$ cat src/rtl/cpu_pkg.sv
`default_nettype none
// ============================================================================
// Module      : cpu_pkg
// Description : Shared CPU datapath constants and the writeback-entry type
//               used by the register write buffer and its forwarding search.
// Contents    : ADDR_W   - register index width
//               DATA_W   - register data width
//               REG_ZERO - index of the hard-wired zero register
//               wb_entry_t {rw, data} - one buffered writeback request
// Revision    : 1.0 - initial release
// ============================================================================
package cpu_pkg;

    localparam int ADDR_W = 5;
    localparam int DATA_W = 32;

    localparam logic [ADDR_W-1:0] REG_ZERO = '0;

    typedef struct packed {
        logic [ADDR_W-1:0] rw;
        logic [DATA_W-1:0] data;
    } wb_entry_t;

endpackage : cpu_pkg
`default_nettype wire

$ cat src/rtl/wb_fwd_match.sv
`default_nettype none
// ============================================================================
// Module      : wb_fwd_match
// Description : Combinational youngest-match search for one decode read port.
//               Looks at the write-buffer output stage (oldest) followed by
//               the queue entries presented in age order (index 0 = oldest).
//               The youngest matching entry supplies the forwarded value.
// Ports       : i_ra                     - read address being looked up
//               i_out_vld/i_out_rw/i_out_data - output stage (RegWr/Rw/busW)
//               i_ent_vld/i_ent_rw/i_ent_data - queue entries, oldest first
//               o_hit                    - a pending write targets i_ra
//               o_data                   - youngest pending value, 0 on miss
// Revision    : 1.0 - initial release
// ============================================================================
module wb_fwd_match #(
    parameter int DEPTH  = 4,
    parameter int DATA_W = cpu_pkg::DATA_W,
    parameter int ADDR_W = cpu_pkg::ADDR_W
) (
    input  logic [ADDR_W-1:0]             i_ra,
    input  logic                          i_out_vld,
    input  logic [ADDR_W-1:0]             i_out_rw,
    input  logic [DATA_W-1:0]             i_out_data,
    input  logic [DEPTH-1:0]              i_ent_vld,
    input  logic [DEPTH-1:0][ADDR_W-1:0]  i_ent_rw,
    input  logic [DEPTH-1:0][DATA_W-1:0]  i_ent_data,
    output logic                          o_hit,
    output logic [DATA_W-1:0]             o_data
);

    import cpu_pkg::*;

    // Walk oldest to youngest; each later match overrides an earlier one so
    // the final value is the youngest pending write.
    always_comb begin
        o_hit  = 1'b0;
        o_data = '0;
        if (i_out_vld && (i_out_rw == i_ra)) begin
            o_hit  = 1'b1;
            o_data = i_out_data;
        end
        for (int i = 0; i < DEPTH; i++) begin
            if (i_ent_vld[i] && (i_ent_rw[i] == i_ra)) begin
                o_hit  = 1'b1;
                o_data = i_ent_data[i];
            end
        end
        // r0 reads are always zero in the register file, never forward.
        if (i_ra == ADDR_W'(REG_ZERO)) begin
            o_hit  = 1'b0;
            o_data = '0;
        end
    end

endmodule : wb_fwd_match
`default_nettype wire

$ cat src/rtl/reg_write_buffer.sv
`default_nettype none
// ============================================================================
// Module      : reg_write_buffer
// Description : In-order writeback queue in front of the register file write
//               port. Accepts one request per cycle, drains one per cycle when
//               the write port is free, and forwards pending values to the
//               decode read ports.
// Ports       : clk, rst_n              - clock, async active-low reset
//               in_valid/in_ready       - request handshake (in_ready = !full)
//               in_rw/in_data           - destination register and value
//               port_free               - register file write port available
//               RegWr/Rw/busW           - registered write port to registers
//               Ra/Rb                   - decode read addresses
//               hitA/fwdA, hitB/fwdB    - forwarding result per read port
//               count/empty/full        - occupancy status
// Revision    : 1.0 - initial release
// ============================================================================
module reg_write_buffer #(
    parameter int DEPTH  = 4,
    parameter int DATA_W = cpu_pkg::DATA_W,
    parameter int ADDR_W = cpu_pkg::ADDR_W
) (
    input  logic                         clk,
    input  logic                         rst_n,
    input  logic                         in_valid,
    output logic                         in_ready,
    input  logic [ADDR_W-1:0]            in_rw,
    input  logic [DATA_W-1:0]            in_data,
    input  logic                         port_free,
    output logic                         RegWr,
    output logic [ADDR_W-1:0]            Rw,
    output logic [DATA_W-1:0]            busW,
    input  logic [ADDR_W-1:0]            Ra,
    input  logic [ADDR_W-1:0]            Rb,
    output logic                         hitA,
    output logic                         hitB,
    output logic [DATA_W-1:0]            fwdA,
    output logic [DATA_W-1:0]            fwdB,
    output logic [$clog2(DEPTH):0]       count,
    output logic                         empty,
    output logic                         full
);

    import cpu_pkg::*;

    localparam int PTR_W = $clog2(DEPTH);
    localparam int CNT_W = PTR_W + 1;
    localparam logic [CNT_W-1:0] C_DEPTH = CNT_W'(DEPTH);

    typedef struct packed {
        logic [ADDR_W-1:0] rw;
        logic [DATA_W-1:0] data;
    } entry_t;

    entry_t             r_mem [DEPTH];
    logic [PTR_W-1:0]   r_head;
    logic [PTR_W-1:0]   r_tail;
    logic [CNT_W-1:0]   r_count;
    logic               r_regwr;
    logic [ADDR_W-1:0]  r_rw;
    logic [DATA_W-1:0]  r_busw;

    logic               w_full;
    logic               w_empty;
    logic               w_accept;
    logic               w_push;
    logic               w_pop;

    logic [DEPTH-1:0]             w_ord_vld;
    logic [DEPTH-1:0][ADDR_W-1:0] w_ord_rw;
    logic [DEPTH-1:0][DATA_W-1:0] w_ord_data;

    assign w_full   = (r_count == C_DEPTH);
    assign w_empty  = (r_count == '0);
    // Readiness looks at occupancy only, so a full buffer stays closed even
    // in a cycle where it also pops.
    assign w_accept = in_valid && !w_full;
    // A write to r0 completes the handshake but is never stored.
    assign w_push   = w_accept && (in_rw != ADDR_W'(REG_ZERO));
    assign w_pop    = port_free && !w_empty;

    // Payload storage needs no reset: validity is tracked by the pointers.
    always_ff @(posedge clk) begin
        if (w_push) begin
            r_mem[r_tail] <= '{rw: in_rw, data: in_data};
        end
    end

    // Pointers wrap naturally because DEPTH is a power of two.
    always_ff @(posedge clk or negedge rst_n) begin
        if (!rst_n) begin
            r_head  <= '0;
            r_tail  <= '0;
            r_count <= '0;
        end else begin
            if (w_push) begin
                r_tail <= r_tail + 1'b1;
            end
            if (w_pop) begin
                r_head <= r_head + 1'b1;
            end
            case ({w_push, w_pop})
                2'b10:   r_count <= r_count + 1'b1;
                2'b01:   r_count <= r_count - 1'b1;
                default: r_count <= r_count;
            endcase
        end
    end

    // Output stage: Rw/busW hold their last value when nothing drains.
    always_ff @(posedge clk or negedge rst_n) begin
        if (!rst_n) begin
            r_regwr <= 1'b0;
            r_rw    <= '0;
            r_busw  <= '0;
        end else begin
            r_regwr <= w_pop;
            if (w_pop) begin
                r_rw   <= r_mem[r_head].rw;
                r_busw <= r_mem[r_head].data;
            end
        end
    end

    // Present the queue to the forwarding search in age order, oldest first.
    generate
        for (genvar i = 0; i < DEPTH; i++) begin : g_age
            logic [PTR_W-1:0] w_idx;
            assign w_idx         = r_head + PTR_W'(i);
            assign w_ord_vld[i]  = (CNT_W'(i) < r_count);
            assign w_ord_rw[i]   = r_mem[w_idx].rw;
            assign w_ord_data[i] = r_mem[w_idx].data;
        end
    endgenerate

    wb_fwd_match #(
        .DEPTH  (DEPTH),
        .DATA_W (DATA_W),
        .ADDR_W (ADDR_W)
    ) u_fwd_a (
        .i_ra       (Ra),
        .i_out_vld  (r_regwr),
        .i_out_rw   (r_rw),
        .i_out_data (r_busw),
        .i_ent_vld  (w_ord_vld),
        .i_ent_rw   (w_ord_rw),
        .i_ent_data (w_ord_data),
        .o_hit      (hitA),
        .o_data     (fwdA)
    );

    wb_fwd_match #(
        .DEPTH  (DEPTH),
        .DATA_W (DATA_W),
        .ADDR_W (ADDR_W)
    ) u_fwd_b (
        .i_ra       (Rb),
        .i_out_vld  (r_regwr),
        .i_out_rw   (r_rw),
        .i_out_data (r_busw),
        .i_ent_vld  (w_ord_vld),
        .i_ent_rw   (w_ord_rw),
        .i_ent_data (w_ord_data),
        .o_hit      (hitB),
        .o_data     (fwdB)
    );

    assign in_ready = !w_full;
    assign RegWr    = r_regwr;
    assign Rw       = r_rw;
    assign busW     = r_busw;
    assign count    = r_count;
    assign empty    = w_empty;
    assign full     = w_full;

endmodule : reg_write_buffer
`default_nettype wire

$ cat config.mk
export PLATFORM = sky130hd
export DESIGN_NAME = reg_write_buffer
export DESIGN_NICKNAME = d
export VERILOG_FILES = /design/src/rtl/cpu_pkg.sv /design/src/rtl/wb_fwd_match.sv /design/src/rtl/reg_write_buffer.sv
export SDC_FILE = /design/constraint.sdc
export NUM_CORES = 1
export LEC_CHECK = 0
export CAP_MARGIN = 10
export CORE_MARGIN = 8
export CORE_UTILIZATION = 50
export DETAILED_ROUTE_END_ITERATION = 8
export PLACE_DENSITY = 0.73
export SYNTH_ARGS = -nofsm -noshare
export SYNTH_HDL_FRONTEND = slang
export SYNTH_SLANG_ARGS = --single-unit
$ cat constraint.sdc
create_clock -name clk -period 5.2 [get_ports clk]
set_clock_uncertainty 0.1 [all_clocks]
set_input_delay 1.04 -clock clk [delete_from_list [all_inputs] [get_ports clk]]
set_output_delay 1.04 -clock clk [all_outputs]
set_load 0.02 [all_outputs]
* Word level (Yosys, flattened, before mapping)
Memory sizes are Yosys's and may differ from the RTL's.
Index checks and enable logic that the tools add are counted.
** Storage, ports and cells
- Register bits after elaboration :: 45
- Memory bits (writable) :: 148
- Word-level logic and storage cells :: 77
- Memories kept :: 1
** Memory list
- r_mem :: words 4, width 37, read ports 4, clocked after memory_dff 0, wr ports 1, line reg_write_buffer.sv:55 : entry_t r_mem [DEPTH];
** Cells by class
- $add $sub $neg :: 6
- Order comparisons :: 4
- Equal/unequal tests :: 13
- Multiplexer cells :: 27
- Reduce and logical (&&, ||, !) cells :: 20
** Operator list (number)
- 2-to-1 mux 32 bit :: 12
- == test 5 bit :: 10
- 2-to-1 mux 1 bit :: 14
- logical AND 1 bit :: 13
- logical NOT 5 bit :: 2
- less-than comparator 1 x 3 -> 1 bit (first input constant) :: 2
- less-than comparator 2 x 3 -> 1 bit (first input constant) :: 2
- case mux 3 bit (2 select lines) :: 1
- nonzero test 5 bit :: 1
- adder 2 x 1 -> 2 bit (second input constant) :: 2
- adder 2 bit (second input constant) :: 2
- adder 3 x 1 -> 3 bit (second input constant) :: 1
- == test 3 bit (second input constant) :: 1
- logical NOT 3 bit :: 1
- subtractor 3 x 1 -> 3 bit (second input constant) :: 1
- == test 2 x 1 -> 1 bit (second input constant) :: 1
- == test 2 bit (second input constant) :: 1
- logical NOT 1 bit :: 2
- nonzero test 2 bit :: 1

* Logic depth before layout (Yosys ltp)
- Depth in word-level cells :: 8
- Mapped depth :: 11
- Depth with buffers taken out :: 9

* Cells and area by module
From an unflattened synthesis, not the netlist that was laid out.
** Second synthesis, totals
- Cells, all modules :: 1091
- Area, all modules :: 14605.3 um2
** By module, submodules not included
- reg_write_buffer :: instances 1, cells each 459, area each 9898.2 um2, sequential area each 5570.3 um2
- wb_fwd_match :: instances 2, cells each 316, area each 2353.5 um2, sequential area each 0.0 um2

* Worst setup path before layout
OpenSTA, ideal clock, no wires.
- Kind :: input port to output port
- Start point :: input port Ra[2]
- End point :: output port fwdA[21]
- Data arrival time :: 2.926 ns
- Slack :: 1.134 ns
- Stages on the path :: 8
- Path buffers :: 2
- Cells stage by stage :: clkbuf_1 > xor2_1 > nor4_1 > nand3_1 > a21oi_1 > buf_2 > a221oi_1 > o31ai_1
** Between the ends
- Longest elaborated chain between the ends :: 8
- Elaborated cells between the ends (all ways) :: 17
- Classes of those cells :: eq/ne: 5; mux: 6; reduce/logical: 6
** Ends and longest elaborated chain
- start, declared :: line reg_write_buffer.sv:33 : input logic [ADDR_W-1:0] Ra,
- == test 5 bit :: line wb_fwd_match.sv:38 : if (i_out_vld && (i_out_rw == i_ra)) begin
- logical AND 1 bit :: line wb_fwd_match.sv:38
- 2-to-1 mux 32 bit :: line wb_fwd_match.sv:38
- 2-to-1 mux 32 bit (4 in a row) :: line wb_fwd_match.sv:43 : if (i_ent_vld[i] && (i_ent_rw[i] == i_ra)) begin
- 2-to-1 mux 32 bit * :: line wb_fwd_match.sv:49 : if (i_ra == ADDR_W'(REG_ZERO)) begin
- end, declared :: line reg_write_buffer.sv:37 : output logic [DATA_W-1:0] fwdA,
Mark *: on every way between the ends. The rest lies on a longest branch, timed or not.

* Final worst setup path
- Start point :: input port Ra[4]
- End point :: output port fwdA[0]
The elaborated chain is that of the path after synthesis.

==> flow_summary.json <==
{
  "status": "completed",
  "hold_violations": 0,
  "synth_area_mm2": 0.0132,
  "cts.sinks": 193,
  "post_dp_cell_area_mm2": 0.0153,
  "total_power_uw": 9920,
  "fin_crit_ps": 5150,
  "drtPass1Iterations": 7,
  "rr_worst_depth": 6,
  "r2r_end": "r_mem[0][11]$_DFFE_PP_",
  "synth-seq-area-share_pct": 42.2,
  "antenna_left": 0,
  "drc": 0,
  "crit_path_end_kind": "output pin",
  "start_util_pct": 50.8,
  "viasPerCell": 6.87,
  "cp-start-kind": "input port",
  "synthTopCellsByArea": "edfxtp_1 (34%), mux4_2 (10%), dfrtp_1 (8.5%)",
  "ys_warn_count": 0,
  "synth_edf_count": 148,
  "p_leak_uw": 0.00583,
  "fillers": 2089,
  "min_period_over_period_pct": 99.0,
  "yosysTopAreaCellShare_pct": 33.7,
  "antenna_found_initial": 0,
  "area_delta_synth_final_pct": 21.2,
  "die_h_um": 179,
  "routedWlPerCell_um": 25.3,
  "syn_inst": 1180,
  "grt_max_degree": 98,
  "crit_slowest_cell": "clkdlybuf4s50_1",
  "max_freq_ghz": 0.194,
  "cp_max_fo": 15,
  "place_congestion": 0.930,
  "multi_input_area_mm2": 0.00704,
  "final-setup-viol-count": 0,
  "rsz0062_at_grt": "no",
  "antenna_cells": 0,
  "insertion_delay_ps": 440,
  "crit_type": "input port to output pin",
  "startpoint": "Ra[4]",
  "hold_slack_ps": 443,
  "cap_violations": 0,
  "stdcell_area_mm2": 0.0160,
  "clk_pin_slew_ps": 80,
  "cp.required_ps": 4060,
  "fp.dieW_um": 179,
  "hold_class": "flop to flop",
  "vias": 11300,
  "grt_usage_pct": 25.7,
  "die-area_mm2": 0.0319,
  "cpPeakStageDelay_ps": 600,
  "core_mm2": 0.0260,
  "synth_top_area_cell": "edfxtp_1",
  "worst-path-stages": 10,
  "crit_end": "fwdA[0]",
  "ir_drop_uv": 336,
  "cts_tree": "yes",
  "critPathTopFamily": "buffers and inverters",
  "rr_startpoint": "count[0]$_DFFE_PN0P_",
  "drtIter0Drc": 1216,
  "drive_above_1_share_pct": 14.8,
  "instances_no_fill": 1652,
  "crit_chain": "clkdlybuf4s50_1, buf_4, xor2_1, nor3_1, and4_1, buf_12, a221oi_1, o31ai_1, buf_4, clkdlybuf4s50_1",
  "final_nets": 1364,
  "io_buffer_count": 160,
  "h-tree-depth": 4,
  "grt_pass1_vias": 11200,
  "grt-ovfl-total": 0,
  "grt_pass1_wl_um": 63200,
  "syn_avg_cell_area_um2": 11.2,
  "r2r_slack_ps": 2150,
  "cts_buffers": 17,
  "dp_cells": 1618,
  "slew_violations": 0,
  "cts_max_path_buffers": 2,
  "critPathBufInv": 5,
  "ys_types": 51,
  "synth_seq_cells": 193,
  "crit_arrival_ps": 4010,
  "ios": 161,
  "wl_um": 41800,
  "hpwl_um": 27500,
  "cts_root_buf": "clkbuf_16",
  "ys.flop_type": "edfxtp_1",
  "synth-async-reset-ratio_pct": 23.3,
  "powerDensity_mw_per_mm2": 620,
  "syn_nets": 1240,
  "slew_headroom_pct": 39.3,
  "seq_area_mm2": 0.00558,
  "rows": 59,
  "setup_tns_ps": 0,
  "worst_pin_slew_ps": 911
}
## layout make-up
class	count	area share (%)
Clock buffer	18	2.74
Clock inverter	14	1.05
Inverter	8	0.188
Multi-Input combinational cell	851	44.0
Sequential cell	193	34.8
Tap cell	335	2.62
Timing Repair Buffer	233	14.6
## cell families (layout without fill, tap and decap cells)
logic type / after synthesis / after routing / synth area share (%)
multiplexers: 142 / 142 / 16.5
flip-flops: 193 / 193 / 42.2
adder cells (fa/ha/maj): 9 / 9 / 0.853
XOR/XNOR: 56 / 56 / 3.77
AND/OR/NAND/NOR: 315 / 315 / 12.4
AO/OA/AOI/OAI: 329 / 329 / 19.2
buffers and inverters: 136 / 273 / 5.01
## power breakdown
part | internal [uW] | switching (uW) | total [uW]
Sequential | 2100 | 417 | 2520
Combinational | 2630 | 3420 | 6040
Clock | 701 | 660 | 1360
## sequential cells by signal, summed over array words and instances, names as in the netlist
name    flops
busW       32
r_tail      2
r_mem     148
RegWr       1
Rw          5
r_head      2
count       3
## worst min path at each step
stage / startpoint / endpoint / slack (ps) / cells past startpoint
3_5_place_dp: busW[18]$_DFFE_PN0P_ / busW[18]$_DFFE_PN0P_ / 420 / 2
4_1_cts: busW[19]$_DFFE_PN0P_ / busW[19]$_DFFE_PN0P_ / 440 / 2
5_1_grt: busW[18]$_DFFE_PN0P_ / busW[18]$_DFFE_PN0P_ / 470 / 2
6_report: busW[11]$_DFFE_PN0P_ / busW[11]$_DFFE_PN0P_ / 440 / 2
2_1_floorplan: r_tail[1]$_DFFE_PN0P_ / r_tail[1]$_DFFE_PN0P_ / 480 / 2
3_3_place_gp: busW[23]$_DFFE_PN0P_ / busW[23]$_DFFE_PN0P_ / 410 / 2
## tightest hold or removal path, stage by stage (launching register included)
cell     delay, ps
dfrtp_1        390
nand2_1         60
nand2_1         60
## stage by stage
stage	worst slack (ps)	utilization, %
floorplan	1130	-
global placement	197	59.0
detailed placement	192	59.0
CTS	28.6	61.4
global route	5.28	61.6
finish	53.9	61.6
## layout by cell type (no fill, tap or decap), types with 32 or more instances in the layout
master and count:
a211oi_1 93, a21oi_1 65, a221o_1 64, a221oi_1 32, a32oi_1 32, and3_1 32
buf_4 56, clkdlybuf4s50_1 155, dfrtp_1 43, edfxtp_1 148, mux2i_1 80, mux4_2 60
nand2_1 119, nor2b_1 83, nor3_1 34, xnor2_1 32
## Yosys cell counts (10+ instances only)
cell type	number
a211oi_1	93
a21oi_1	67
a221o_1	64
a221oi_1	32
a32oi_1	32
and3_1	32
buf_2	46
buf_6	10
clkbuf_1	58
dfrtp_1	45
edfxtp_1	148
mux2i_1	80
mux4_2	59
nand2_1	119
nor2_1	13
nor2b_1	84
nor3_1	35
o31ai_1	32
xnor2_1	32
xor2_1	23
## what timing repair did
| action | 4_1_cts | 5_1_grt |
|---|---|---|
| hold buffers | 0 | 0 |
| buffers inserted | 1 | 1 |
| endpoints found under the setup margin | 15 | 60 |
| resized for setup | 1 | 10 |
## per-layer routing
metal  routed length, um  share of wire [%]  up-vias  track usage, %
li1                    -                  -     4948               -
met1               15800                 38     5517            30.9
met2               20300                 48      723            42.5
met3                4010                9.6      154            6.65
met4                1740                4.2        0            12.4
met5                   0                  0        -               0
No activity file was read; power rests on OpenSTA's default activity.
